--- config.mk ---
export PLATFORM = sky130hd
export DESIGN_NAME = decompress_unpack
export DESIGN_NICKNAME = d
export VERILOG_FILES = /design/src/rtl/decompress_unpack.sv
export SDC_FILE = /design/constraint.sdc
export NUM_CORES = 2
export LEC_CHECK = 0
export BUFFER_PORTS_ARGS = -buffer_cell sky130_fd_sc_hd__clkbuf_2
export CAP_MARGIN = 40
export CORE_MARGIN = 10
export CORE_UTILIZATION = 30
export CTS_CLUSTER_SIZE = 10
export DETAILED_ROUTE_END_ITERATION = 16
export MAX_ROUTING_LAYER = met4
export SLEW_MARGIN = 0
export SYNTH_ARGS = -nofsm -noshare
export SYNTH_HDL_FRONTEND = slang
export SYNTH_SLANG_ARGS = --single-unit
--- constraint.sdc ---
create_clock -name clk -period 14.2 [get_ports clk]
set_clock_uncertainty 0.1 [all_clocks]
set_input_delay 2.13 -clock clk [delete_from_list [all_inputs] [get_ports clk]]
set_output_delay 2.13 -clock clk [all_outputs]
set_load 0.03 [all_outputs]
--- src/rtl/decompress_unpack.sv ---
// rtl/decompress_unpack.sv - unpacks an LSB-first d-bit field stream into ML-KEM
// coefficients, applying Decompress_d on the way out.
module decompress_unpack #(
  parameter int IN_W          = 64,
  parameter int COEFF_PER_CYC = 4,
  parameter int NUM_COEFFS    = 256,
  parameter int BUF_W         = 128
) (
  input  logic                        clk,
  input  logic                        rst,
  input  logic                        zeroize,
  input  logic                        start_i,
  input  logic [1:0]                  mode_i,
  input  logic                        in_valid_i,
  input  logic [IN_W-1:0]             in_data_i,
  output logic                        in_ready_o,
  output logic                        out_valid_o,
  output logic [COEFF_PER_CYC*12-1:0] out_data_o,
  input  logic                        out_ready_i,
  output logic                        busy_o,
  output logic                        done_o
);

  localparam int NUM_BEATS = NUM_COEFFS / COEFF_PER_CYC;
  localparam int FW        = $clog2(BUF_W + 1);
  localparam int CW        = $clog2(NUM_BEATS + 1);
  localparam int OW        = COEFF_PER_CYC * 12;
  localparam logic [11:0] MLKEM_Q = 12'd3329;

  localparam logic [1:0] S_IDLE = 2'd0;
  localparam logic [1:0] S_RUN  = 2'd1;
  localparam logic [1:0] S_DONE = 2'd2;

  logic [1:0]       state_q;
  logic [3:0]       d_q;
  logic [FW-1:0]    fill_q;
  logic [BUF_W-1:0] bit_buf_q;
  logic [CW-1:0]    beat_cnt_q;
  logic [CW-1:0]    ext_cnt_q;
  logic             out_valid_q;
  logic [OW-1:0]    out_data_q;

  logic [FW-1:0]    step;
  logic             accept;
  logic             extract;
  logic             out_hs;
  logic [BUF_W-1:0] buf_sh;
  logic [BUF_W-1:0] buf_nx;
  logic [FW-1:0]    fill_sh;
  logic [FW-1:0]    fill_nx;
  logic [OW-1:0]    coeff_nx;
  logic [BUF_W-1:0] field_sh;
  logic [11:0]      field;
  logic [11:0]      field_mask;
  logic [FW-1:0]    field_off;

  function automatic logic [11:0] decompress(input logic [11:0] x, input logic [3:0] d);
    logic [23:0] p;
    logic [23:0] r;
    p = 24'(x) * 24'(MLKEM_Q) + (24'd1 << (d - 4'd1));
    r = p >> d;
    return (d == 4'd12) ? x : r[11:0];
  endfunction

  assign step   = FW'(COEFF_PER_CYC) * FW'(d_q);
  assign out_hs = out_valid_q & out_ready_i;

  // Readiness depends only on registered fill so the consumer never sees a comb loop.
  assign in_ready_o = (state_q == S_RUN) &&
                      (({1'b0, fill_q} + (FW+1)'(IN_W)) <= (FW+1)'(BUF_W));
  assign accept     = in_valid_i & in_ready_o;
  assign extract    = (state_q == S_RUN) && (fill_q >= step) &&
                      (ext_cnt_q < CW'(NUM_BEATS)) && (!out_valid_q || out_ready_i);

  always_comb begin
    buf_sh  = extract ? (bit_buf_q >> step) : bit_buf_q;
    fill_sh = extract ? (fill_q - step) : fill_q;
    buf_nx  = buf_sh;
    fill_nx = fill_sh;
    if (accept) begin
      buf_nx  = buf_sh | ({{(BUF_W-IN_W){1'b0}}, in_data_i} << fill_sh);
      fill_nx = fill_sh + FW'(IN_W);
    end
  end

  // Field k sits at bit k*d of the buffer; mask trick yields 12'hFFF for d=12.
  always_comb begin
    coeff_nx   = '0;
    field_sh   = '0;
    field      = '0;
    field_off  = '0;
    field_mask = 12'((13'd1 << d_q) - 13'd1);
    for (int k = 0; k < COEFF_PER_CYC; k++) begin
      field_off = FW'(k) * FW'(d_q);
      field_sh  = bit_buf_q >> field_off;
      field     = field_sh[11:0] & field_mask;
      coeff_nx[12*k +: 12] = decompress(field, d_q);
    end
  end

  always_ff @(posedge clk) begin
    if (rst || zeroize) begin
      state_q     <= S_IDLE;
      d_q         <= 4'd1;
      fill_q      <= '0;
      bit_buf_q   <= '0;
      beat_cnt_q  <= '0;
      ext_cnt_q   <= '0;
      out_valid_q <= 1'b0;
      out_data_q  <= '0;
    end else begin
      case (state_q)
        S_IDLE: begin
          if (start_i) begin
            state_q    <= S_RUN;
            fill_q     <= '0;
            bit_buf_q  <= '0;
            beat_cnt_q <= '0;
            ext_cnt_q  <= '0;
            case (mode_i)
              2'd0:    d_q <= 4'd1;
              2'd1:    d_q <= 4'd5;
              2'd2:    d_q <= 4'd11;
              default: d_q <= 4'd12;
            endcase
          end
        end
        S_RUN: begin
          bit_buf_q <= buf_nx;
          fill_q    <= fill_nx;
          if (extract) begin
            out_valid_q <= 1'b1;
            out_data_q  <= coeff_nx;
            ext_cnt_q   <= ext_cnt_q + 1'b1;
          end else if (out_hs) begin
            out_valid_q <= 1'b0;
          end
          if (out_hs) begin
            beat_cnt_q <= beat_cnt_q + 1'b1;
            if (beat_cnt_q == CW'(NUM_BEATS - 1)) state_q <= S_DONE;
          end
        end
        S_DONE:  state_q <= S_IDLE;
        default: state_q <= S_IDLE;
      endcase
    end
  end

  assign out_valid_o = out_valid_q;
  assign out_data_o  = out_data_q;
  assign busy_o      = (state_q == S_RUN);
  assign done_o      = (state_q == S_DONE);

endmodule

==> qor.yml <==
status: "completed"
timing.setup.tns_ns: 0
cts_max_level: 1
num_rows: 129
synthFlopType: "dfxtp_1"
ant_nets: 0
die_w_um: 372
synth_edf_count: 0
cp.required_ns: 14.59
min-delay-start: "state_q[1]"
slew_viol_final: 0
wl_per_cell_um: 25.0
hold_path_class: "register to register"
path_max_fanout: 77
syn_inst: 4627
cp_top_family: "compound AO/OA/AOI/OAI gates"
worst-path-buf-inv: 6
post_cts_resized: 0
async_reset_ff_frac: 0
ys_types: 103
cts_tree: "done"
vias: 37917
gp_congestion: 0.977
ys.warnings.count: 0
clockBufferDepth: 3
totalWireLength_um: 154000
core_area_um2: 123000
syn-num-nets: 5164
setup_viol: 0
clock_sinks: 203
syn2layout_area_growth_pct: 7.15
drtIter0Drc: 5193
insertion_delay_ns: 0.61
cp-startpoint: "d_q[2]"
floorplan.initialDensity: 0.302
syn_avg_cell_area_um2: 8.05
grt.total_usage: 0.217
cp-end-kind: "register"
fmax_mhz: 110
worst_slew_pin_slew_ns: 1.06
overflow: 0
ys_seq_area_frac: 0.109
dr.pass1.iters: 6
cpMostUsedCell: "inv_1"
die_h_um: 372
ctsHoldBuffers: 0
viasPerCell: 6.17
die-area_um2: 139000
dp_hpwl_um: 117000
arrival_ns: 9.49
cts_made_buffers: 27
clk_pin_slew_ns: 0.06
antenna_found_initial: 3
worst_setup_path_start_kind: "register"
syn_area_um2: 37200
period_minus_slack_ns: 9.11
drv_cap: 0
relSlewSlack: 0.295
ir_drop_uv: 84.4
period_share: 0.641
grt_first_pass_wirelength_um: 229000
drive_above_1_share: 0.129
r2r_start: "d_q[2]"
p_total_mw: 1.71
num_io_pins: 124
clock_tree.root_cell: "clkbuf_16"
rsz0062_at_grt: "false"
post_cts_buffers: 0
powerDensity_nw_per_um2: 42.8
criticalPathCategory: "register to register"
crit_slowest_cell: "buf_4"
route.detailed.drc: 0
io_buffers: 123
grt_start_max_net_pins: 209
synth-seq-cells: 203
cpPeakStageDelay_ns: 0.83
p_leak_nw: 17.7
grt_pass1_vias: 35636
hold_viol: 0
nNetsFinal: 5025
## worst register-to-register path: stages, from the launching register on
cell	delay [ns]
dfxtp_4	0.53
inv_6	0.62
buf_4	1.00
nor2_1	0.15
o21ai_0	0.39
mux2_2	0.39
a21oi_1	0.67
nor2_1	0.34
inv_1	0.27
fa_1	0.44
inv_1	0.06
ha_1	0.13
inv_1	0.05
fa_1	0.52
inv_1	0.04
ha_1	0.28
ha_1	0.38
nand2_1	0.16
nor3_1	0.33
o2111ai_1	0.34
a31oi_1	0.43
nor4bb_1	0.10
or4b_1	0.66
nand2_1	0.12
a2bb2oi_1	0.10
mux2_2	0.27
a2bb2oi_1	0.12
## power breakdown
part	internal [mW]	switching (mW)
clock network	0.396	0.315
logic	0.140	0.273
registers	0.572	0.0108
total	1.11	0.598
## cell usage after synthesis, types with 93 or more instances
| cell type | n | area (µm²) |
|---|---|---|
| ha_1 | 392 | 4900 |
| a21oi_1 | 371 | 1860 |
| nand3_1 | 121 | 606 |
| nand2_1 | 380 | 1430 |
| mux2_2 | 118 | 1330 |
| clkbuf_1 | 207 | 777 |
| a211oi_1 | 144 | 1080 |
| dfxtp_1 | 203 | 4060 |
| nor2_1 | 372 | 1400 |
| mux4_2 | 126 | 2840 |
| o21ai_0 | 272 | 1360 |
| inv_1 | 211 | 792 |
| nor3_1 | 93 | 465 |
| mux2i_1 | 375 | 3750 |
## per-stage QoR
stage | hold slack, ns | instance area [µm²] | cells | util | setup WS, ns
finish | 0.366 | 39900 | 6144 | 0.323 | 5.09
global route | 0.403 | 39900 | 6141 | 0.323 | 4.77
CTS | 0.367 | 39900 | 6140 | 0.323 | 5.26
detailed placement | 0.357 | 39000 | 6096 | 0.316 | 5.28
global placement | 0.350 | 38900 | 6085 | 0.315 | 5.35
floorplan | 0.329 | 37200 | 4627 | - | 5.25
## area by class of cell
type	count	area [µm²]
Antenna cell	4	10.0
Clock buffer	40	817
Clock inverter	4	38.8
Fill cell	13087	83600
Inverter	216	827
Multi-Input combinational cell	3827	30700
Sequential cell	203	4080
Tap cell	1637	2050
Timing Repair Buffer	213	1380
## path summary, 6_finish.rpt
path | endpoint | slack (ns) | depth (start not counted)
max reg2reg | out_data_o[7] | 5.09 | 26
max | out_data_o[7] | 5.09 | 26
min reg2reg | state_q[0] | 0.37 | 1
min | state_q[0] | 0.37 | 1
## metal layers
layer	vias up	GRT usage	wire, µm
li1	17115	-	-
met1	18238	0.290	65400
met2	2192	0.323	65900
met3	372	0.0389	15400
met4	0	0.0827	7150
met5	-	-	0
## flip-flops by register name, indices dropped and copies added (netlist names)
| register | flops |
|---|---|
| bit_buf_q | 128 |
| out_data_o | 48 |
| beat_cnt_q | 7 |
| ext_cnt_q | 7 |
| fill_q | 6 |
| d_q | 4 |
| state_q | 2 |
| out_valid_o | 1 |
## cells by family (layout without fill, tap and decap cells)
| group | count (synthesis) | count (layout) | share of synthesized area |
|---|---|---|---|
| simple gates | 1237 | 1237 | 0.152 |
| mux | 630 | 630 | 0.220 |
| flops | 203 | 203 | 0.109 |
| xor+xnor | 119 | 119 | 0.0291 |
| fa+ha+maj | 465 | 465 | 0.171 |
| compound gates | 1376 | 1376 | 0.249 |
| other cells | 0 | 4 | 0 |
| buf+inv | 597 | 473 | 0.0702 |
## cells in the final DEF (no fill, tap or decap), types with 27 or more instances in the layout
master     Yosys  routed
nor2_1       372     367
o21ai_0      272     270
a211o_1       28      28
a22oi_1       43      43
a21oi_1      371     370
clkbuf_16      0      29
inv_1        211     209
mux4_2       126     126
nor2b_1       39      39
mux2i_1      375     372
a211oi_1     144     144
dfxtp_1      203     199
and3_1        56      56
a21o_1        44      44
nand2b_1      45      44
buf_4         38      81
xor2_1        34      32
a221o_1       58      58
nand2_1      380     379
a31oi_1       37      37
clkbuf_2       2     123
nor3_1        93      92
a221oi_1      27      27
mux2_2       118     118
o221ai_1      33      33
fa_1          73      73
o21a_1        36      36
o211ai_1      70      70
xnor2_1       82      80
nand3_1      121     121
ha_1         392     391
and2_1        51      51
Power figures use the tool's default switching activity.
